`src/rtl/bep_pkg.sv`:
```
// Shared definitions for the BEP thermostat frame path: frame geometry, field
// offsets and the controller state encoding.
package bep_pkg;

    localparam int unsigned BEP_FRAME_BITS = 192;
    localparam logic [31:0] BEP_PREAMBLE   = 32'hAAAAAAAA;

    // Frame is shifted in MSB first, so the first bit received lands at bit 191.
    localparam int unsigned BEP_PREAMBLE_LSB = 160;
    localparam int unsigned BEP_TYPE_LSB     = 144;

    typedef enum logic [2:0] {
        GAP     = 3'd0,
        IDLE    = 3'd1,
        RECEIVE = 3'd2,
        SETTLE  = 3'd3,
        CHECK   = 3'd4,
        VALID   = 3'd5,
        ERROR   = 3'd6
    } bep_state_t;

endpackage

```
`src/rtl/serial_sync_edge.sv`:
```
// Two-flop synchronisers for the raw serial pins plus rising-edge detect on the
// synchronised serial clock. Data is tapped at the same depth as the clock.
module serial_sync_edge (
    input  logic clock,
    input  logic reset,
    input  logic i_serial_clock,
    input  logic i_serial_data,
    output logic o_edge,
    output logic o_bit
);

    logic r_clk_meta;
    logic r_clk_sync;
    logic r_clk_prev;
    logic r_dat_meta;
    logic r_dat_sync;

    always_ff @(posedge clock) begin
        if (reset) begin
            r_clk_meta <= 1'b0;
            r_clk_sync <= 1'b0;
            r_clk_prev <= 1'b0;
            r_dat_meta <= 1'b0;
            r_dat_sync <= 1'b0;
        end else begin
            r_clk_meta <= i_serial_clock;
            r_clk_sync <= r_clk_meta;
            r_clk_prev <= r_clk_sync;
            r_dat_meta <= i_serial_data;
            r_dat_sync <= r_dat_meta;
        end
    end

    assign o_edge = r_clk_sync & ~r_clk_prev;
    assign o_bit  = r_dat_sync;

endmodule

```
`src/rtl/bep_frame_controller.sv`:
```
// Sequences the BEP frame shift-register decoder: turns serial clock edges into
// shift strobes, frames transmissions, checks the preamble and hands frames off.
module bep_frame_controller
    import bep_pkg::*;
#(
    parameter int unsigned FRAME_BITS     = BEP_FRAME_BITS,
    parameter logic [31:0] PREAMBLE       = BEP_PREAMBLE,
    parameter int unsigned TIMEOUT_CYCLES = 1024
) (
    input  logic        clock,
    input  logic        reset,
    input  logic        serial_clock_in,
    input  logic        serial_data_in,
    output logic        dec_reset,
    output logic        dec_serial_clock,
    output logic        dec_serial_data,
    input  logic [31:0] dec_preamble,
    output logic        frame_valid,
    input  logic        frame_ready,
    output logic        busy,
    output logic [7:0]  frame_count,
    output logic [7:0]  error_count
);

    localparam int unsigned TW = $clog2(TIMEOUT_CYCLES);
    localparam int unsigned BW = $clog2(FRAME_BITS + 1);
    localparam logic [TW-1:0] TIMEOUT_MAX = TW'(TIMEOUT_CYCLES - 1);
    localparam logic [BW-1:0] LAST_BIT    = BW'(FRAME_BITS - 1);

    logic w_edge;
    logic w_bit;
    logic w_timed_out;

    bep_state_t    r_state;
    logic          r_dec_reset;
    logic          r_dec_sclk;
    logic          r_dec_sdata;
    logic          r_frame_valid;
    logic [7:0]    r_frame_count;
    logic [7:0]    r_error_count;
    logic [BW-1:0] r_bit_count;
    logic [TW-1:0] r_timeout;

    serial_sync_edge u_sync (
        .clock          (clock),
        .reset          (reset),
        .i_serial_clock (serial_clock_in),
        .i_serial_data  (serial_data_in),
        .o_edge         (w_edge),
        .o_bit          (w_bit)
    );

    // Line-idle timer: counts clocks since the last serial edge, saturating.
    always_ff @(posedge clock) begin
        if (reset || w_edge) begin
            r_timeout <= '0;
        end else if (r_timeout != TIMEOUT_MAX) begin
            r_timeout <= r_timeout + TW'(1);
        end
    end

    assign w_timed_out = (r_timeout == TIMEOUT_MAX);

    always_ff @(posedge clock) begin
        if (reset) begin
            r_state       <= GAP;
            r_dec_reset   <= 1'b1;
            r_dec_sclk    <= 1'b0;
            r_dec_sdata   <= 1'b0;
            r_frame_valid <= 1'b0;
            r_frame_count <= 8'd0;
            r_error_count <= 8'd0;
            r_bit_count   <= '0;
        end else begin
            r_dec_sclk <= 1'b0;
            unique case (r_state)
                GAP: begin
                    r_dec_reset <= 1'b1;
                    if (w_timed_out && !w_edge) begin
                        r_state <= IDLE;
                    end
                end
                IDLE: begin
                    // Release the decoder on the same edge as the first strobe.
                    if (w_edge) begin
                        r_state     <= RECEIVE;
                        r_dec_reset <= 1'b0;
                        r_dec_sclk  <= 1'b1;
                        r_dec_sdata <= w_bit;
                        r_bit_count <= BW'(1);
                    end
                end
                RECEIVE: begin
                    if (w_edge) begin
                        r_dec_sclk  <= 1'b1;
                        r_dec_sdata <= w_bit;
                        r_bit_count <= r_bit_count + BW'(1);
                        if (r_bit_count == LAST_BIT) begin
                            r_state <= SETTLE;
                        end
                    end else if (w_timed_out) begin
                        r_state     <= ERROR;
                        r_dec_reset <= 1'b1;
                    end
                end
                SETTLE: begin
                    r_state <= CHECK;
                end
                CHECK: begin
                    if (dec_preamble == PREAMBLE) begin
                        r_state       <= VALID;
                        r_frame_valid <= 1'b1;
                        r_frame_count <= r_frame_count + 8'd1;
                    end else begin
                        r_state     <= ERROR;
                        r_dec_reset <= 1'b1;
                    end
                end
                VALID: begin
                    if (frame_ready) begin
                        r_state       <= GAP;
                        r_frame_valid <= 1'b0;
                        r_dec_reset   <= 1'b1;
                    end
                end
                ERROR: begin
                    r_state     <= GAP;
                    r_dec_reset <= 1'b1;
                    if (r_error_count != 8'hFF) begin
                        r_error_count <= r_error_count + 8'd1;
                    end
                end
                default: begin
                    r_state       <= GAP;
                    r_dec_reset   <= 1'b1;
                    r_frame_valid <= 1'b0;
                end
            endcase
        end
    end

    assign dec_reset        = r_dec_reset;
    assign dec_serial_clock = r_dec_sclk;
    assign dec_serial_data  = r_dec_sdata;
    assign frame_valid      = r_frame_valid;
    assign frame_count      = r_frame_count;
    assign error_count      = r_error_count;
    assign busy             = (r_state != IDLE);

endmodule

```
`config.mk`:
```
export PLATFORM = sky130hd
export DESIGN_NAME = bep_frame_controller
export DESIGN_NICKNAME = d
export VERILOG_FILES = /design/src/rtl/bep_pkg.sv /design/src/rtl/serial_sync_edge.sv /design/src/rtl/bep_frame_controller.sv
export SDC_FILE = /design/constraint.sdc
export NUM_CORES = 1
export LEC_CHECK = 0
export CAP_MARGIN = 20
export CORE_MARGIN = 5
export CORE_UTILIZATION = 49
export CTS_CLUSTER_DIAMETER = 200
export CTS_CLUSTER_SIZE = 8
export DETAILED_ROUTE_END_ITERATION = 8
export PLACE_DENSITY = 0.76
export REMOVE_ABC_BUFFERS = 1
export SETUP_SLACK_MARGIN = 0.3
export SLEW_MARGIN = 20
export SYNTH_ARGS = -nofsm -noshare
export SYNTH_HDL_FRONTEND = slang
export SYNTH_SLANG_ARGS = --single-unit
export TNS_END_PERCENT = 10
```
`constraint.sdc`:
```
create_clock -name clock -period 2.9 [get_ports clock]
set_clock_uncertainty 0.2 [all_clocks]
set_input_delay 0.58 -clock clock [delete_from_list [all_inputs] [get_ports clock]]
set_output_delay 0.58 -clock clock [all_outputs]
set_load 0.005 [all_outputs]
```
======== Word-level counts from Yosys, hierarchy flattened ========
Cells that the tools add are included.
storage, ports and cells
  flip-flop bits (word level) ............. 46
  output and inout port bits .............. 21
  word-level logic and storage cells ...... 81
operators by class
  add/sub/neg operators ................... 4
  eq/ne operators ......................... 22
  multiplexer cells ....................... 21
  bitwise gates (word level) .............. 5
  reduce and logical (&&, ||, !) cells .... 15
operator list
  operator               count
  $eq 32x32->1 const B   1
  $add 8x1->8 const B    3
  $mux 3                 6
  $pmux 3 s6             1
  $mux 8                 2
  $ne 2x2->1 const B     8
  $pmux 8 s2             1
  $add 10x1->10 const B  1
  $eq 10x10->1 const B   1
  $ne 10x10->1 const B   1
  $eq 3x3->1 const B     3
  $eq 8x8->1 const B     1
  $mux 1                 8
  $ne 8x8->1 const B     1
  $eq 3x2->1 const B     2
  $ne 3x3->1 const B     2
  $reduce_and 2->1       3
  $reduce_and 3->1       2
  $reduce_and 6->1       1
  $pmux 1 s5             1
  $reduce_and 5->1       1
  $reduce_or 5->1        1
  $not 1->1              4
  $reduce_or 2->1        2
  10 further kinds       10

======== Longest topological paths before layout ========
  depth after elaboration ................. 6
  mapped depth ............................ 7

======== By module ========
A second synthesis with hierarchy kept.
second synthesis, totals
  cell total of the unflattened synthesis .. 259
  area total of the unflattened synthesis .. 2285.9 sq um
modules (own cells, without submodules)
  module                times used  cells an instance  area an instance (sq um)  sequential area each (sq um)
  bep_frame_controller  1           248                2148.3                    820.8
  serial_sync_edge      1           11                 137.6                     100.1

======== Worst setup path before layout ========
OpenSTA, ideal clock, no wires.
  path type ............................... input to register
  start point ............................. input port dec_preamble[28]
  end point ............................... register r_frame_count[5], in the netlist frame_count[5]
  setup time .............................. 0.116 ns
  arrival ................................. 1.753 ns
  required time ........................... 2.584 ns
  slack ................................... 0.830 ns
  stages on the path ...................... 5
  path buffers ............................ 0
  cell sequence ........................... nor4bb_1 -> nand4_1 -> nor3_2 -> a21oi_1 -> a31o_2
between the ends
  longest elaborated chain between the ends .. 2
RTL lines
  element                     line                         RTL
  from (decl)                 bep_frame_controller.sv:17   input logic [31:0] dec_preamble,
  $eq 32x32->1                bep_frame_controller.sv:110  if (dec_preamble == PREAMBLE) begin
  $reduce_and 2->1 (no line)  n/a
  to (signal assigned)        bep_frame_controller.sv:113  r_frame_count <= r_frame_count + 8'd1;
  to (decl)                   bep_frame_controller.sv:39   logic [7:0] r_frame_count;
Every way passes these cells.
A chain may end at the register's enable or synchronous reset.

======== Worst setup path after layout ========
  start point ............................. input port dec_preamble[23]
  end point ............................... register r_frame_count[5], in the netlist frame_count[5]
The elaborated chain is that of the path after synthesis.

==> results_dict.tcl <==
set metrics [dict create \
    outcome "finished, final reports clean" \
    synth-warning-count 0 \
    grt.met2_usage 0.292 \
    ant_nets 0 \
    clock_network_power_share 0.346 \
    syn_area_per_cell_um2 8.73 \
    grt_antenna_before_repair 0 \
    rsz0062_at_grt "true" \
    hold_path.class "reg2reg" \
    critPathArrivalTime_ns 2.48 \
    timing_max_transition_violations_final 0 \
    met1_usage 0.217 \
    share_comb_of_total_power 0.074 \
    die_w_um 78.8 \
    numCtsBuffers 5 \
    final_layout_size_suffix_gt1_frac 0.0898 \
    wl_per_cell_um 13.2 \
    grt_max_degree 25 \
    drc_errors 0 \
    place_congestion 0.787 \
    critical_path.startpoint_type "primary input" \
    ys_dominant_reg_cell "sky130_fd_sc_hd__dfxtp_1" \
    synth_compound_area_frac 0.154 \
    area_added_between_synthesis_and_finish_pct 30.0 \
    clock_tree.buffer_depth 2 \
    cap_viol_max_count 0 \
    multiplexer_fraction_of_the_synthesized_cell_area 0.0259 \
    layout_worst_path_cycle_share 0.859 \
    setup_viol 0 \
    die-area_mm2 0.00622 \
    syn_area_mm2 0.00232 \
    p_int_w 0.000862 \
    clock_insertion_delay_worst_skew_ns 0.29 \
    antenna_cells_inserted 0 \
    synth_top_family_by_area "simple AND/OR/NAND/NOR gates" \
    power_density_mw_per_mm2 367 \
    achievable-frequency_ghz 0.401 \
    post-cts-setup-buffer-count 0 \
    clkSinkCount 46 \
    cts.clk_slew.worst_paths_ns 0.09 \
    finalNetCount 363 \
    grt_most_used_layer "met2" \
    groute.usage.overall 0.168 \
    post_synth_simple_gate_area 0.319 \
    seq_power_share 0.580 \
    vdd.ir_drop.worst_mv 0.246 \
    timing_worst_setup_path_type "in2reg" \
    place_hpwl_um 3810 \
    p_sw_w 0.000245 \
    cts_root_buffer "sky130_fd_sc_hd__clkbuf_8" \
    max_slew_headroom 0.543 \
    syn_inst 266 \
    synthXorXnorAreaFrac 0.0528 \
    timing.critical_path.fanout_max 7 \
    first_global_vias 2008 \
    height_of_the_chip_um 78.8 \
    via_per_inst 5.51 \
    ys_seq_elements 46 \
    detailroute.via_count 2076 \
    cts_tree "yes" \
    number_of_flops_mapped_to_enable_cells_by_yosys 0 \
    yosysSeqAreaShare 0.397 \
    setup_tns_final_ns 0 \
    power_leakage_nw 1.04 \
    core_area_mm2 0.00466 \
    wire_length_of_the_first_global_routing_pass_um 8760 \
    grt_overflow_total 0 \
    io-pin-count 58 \
    max_slew.worst_pin.slew_ns 0.683 \
    use_met3 0.0374 \
    endpoint_kind "flop" \
    initial_core_util 0.498 \
    clock_tree.htree_level_count 2 \
    post_cts_hold_buffer_count 0 \
    post_synth_num_cell_types 54 \
    row_count 25 \
    final_hold_viol_count 0 \
    detail_route.first_pass.iterations 4 \
    timing.final.crit_period_ns 2.49 \
    drt-initial-drc-count 55 \
    buffer_ports.inserted 57 \
    postSynth.asyncResetShare 0 \
    worst_hold_slack_ns 0.249 \
    switching_share 0.222 \
    drt_wl_total_um 4960 \
    post_synth_fa_ha_maj_area_fraction 0.0216 \
    cp_data_required_time_ns 2.89 \
]
==> flip-flops by register name, indices dropped and copies added (netlist names), 3 cells and up <==
register     flops
error_count      8
frame_count      8
r_bit_count      8
r_state          3
r_timeout       10
==> layer usage <==
metal  vias up  share of wire
li1       1082              -
met1       957           0.47
met2        31           0.49
met3         6          0.031
met4         0         0.0069
met5         -              0
==> cells in the mapped netlist (all sizes together) (6+ instances only) <==
| cell type | n | area [µm²] |
|---|---|---|
| nand2 | 20 | 75.1 |
| nand3 | 11 | 65.1 |
| nor2b | 9 | 56.3 |
| xnor2 | 9 | 78.8 |
| dfxtp | 46 | 921 |
| nor2 | 40 | 150 |
| buf | 6 | 36.3 |
| nand4 | 8 | 56.3 |
| mux2i | 6 | 60.1 |
| nor3 | 7 | 40.0 |
| nor4bb | 8 | 80.1 |
| a21oi | 16 | 80.1 |
| o21ai | 9 | 45.0 |
| or3 | 6 | 40.0 |
==> repair_timing <==
item / CTS / global route
endpoints found under the hold margin: 0 / 0
setup endpoints to repair: 0 / 4
resized for setup: 0 / 1
==> final cells by class <==
class / count / area [µm²]
Clock buffer: 5 / 68.8
Clock inverter: 3 / 21.3
Fill cell: 397 / 1640
Inverter: 4 / 15.0
Multi-Input combinational cell: 205 / 1330
Sequential cell: 46 / 922
Tap cell: 54 / 67.6
Timing Repair Buffer: 60 / 593
==> worst max-delay path, stage by stage <==
cell	delay [ns]
sky130_fd_sc_hd__clkdlybuf4s50_1	0.45
sky130_fd_sc_hd__nor4bb_1	0.37
sky130_fd_sc_hd__nand4_1	0.23
sky130_fd_sc_hd__nor3_2	0.49
sky130_fd_sc_hd__a21oi_1	0.13
sky130_fd_sc_hd__a31o_2	0.23
==> path summary, 6_finish.rpt <==
path | end | slack [ns] | cells after the start | from
min | u_sync.r_clk_sync | 0.25 | 1 | u_sync.r_clk_meta
max | frame_count[5] | 0.41 | 6 | dec_preamble[23]
min reg2reg | u_sync.r_clk_sync | 0.25 | 1 | u_sync.r_clk_meta
max reg2reg | r_timeout[4] | 0.71 | 6 | r_timeout[0]
==> power groups by stage <==
stage	clock (W)	combinational (W)	sequential, W
after floorplan	0	0.0000214	0.000656
after detailed placement	0	0.0000823	0.000657
final	0.000384	0.0000817	0.000642
after global placement	0	0.0000812	0.000657
after CTS	0.000400	0.0000826	0.000642
after global routing	0.000428	0.0000891	0.000644
==> logic make-up after synthesis <==
group,count (synthesis)
AND/OR/NAND/NOR,130
multiplexers,6
buffers and inverters,15
AO/OA/AOI/OAI,51
XOR/XNOR,14
flip-flops,46
adder cells (fa/ha/maj),4
==> metrics by stage <==
step,total power [W],instances,utilization,worst slack [ns],area (µm²)
finish,0.00111,377,0.648,0.408,3020
global route,0.00116,377,0.648,0.248,3020
floorplan,0.000678,255,-,0.830,2270
global placement,0.000738,369,0.628,0.164,2930
detailed placement,0.000740,369,0.628,0.106,2930
CTS,0.00112,377,0.647,0.316,3020
==> cells in the final DEF, fill, tap and decap left out, drive strengths merged, types with 4 or more instances in the layout <==
cell type and n:
nand3 11, o21ai 9, nor2 40, inv 4, nand4 8, a31oi 4, clkdlybuf4s50 57, xnor2 9
or3 6, nor3 7, a211oi 4, clkbuf 5, nor4bb 8, xor2 5, nand2 20, dfxtp 46
a21oi 16, mux2i 6, ha 4, and4 4, nor2b 9
Note: power is estimated with default switching activity, not from simulation.
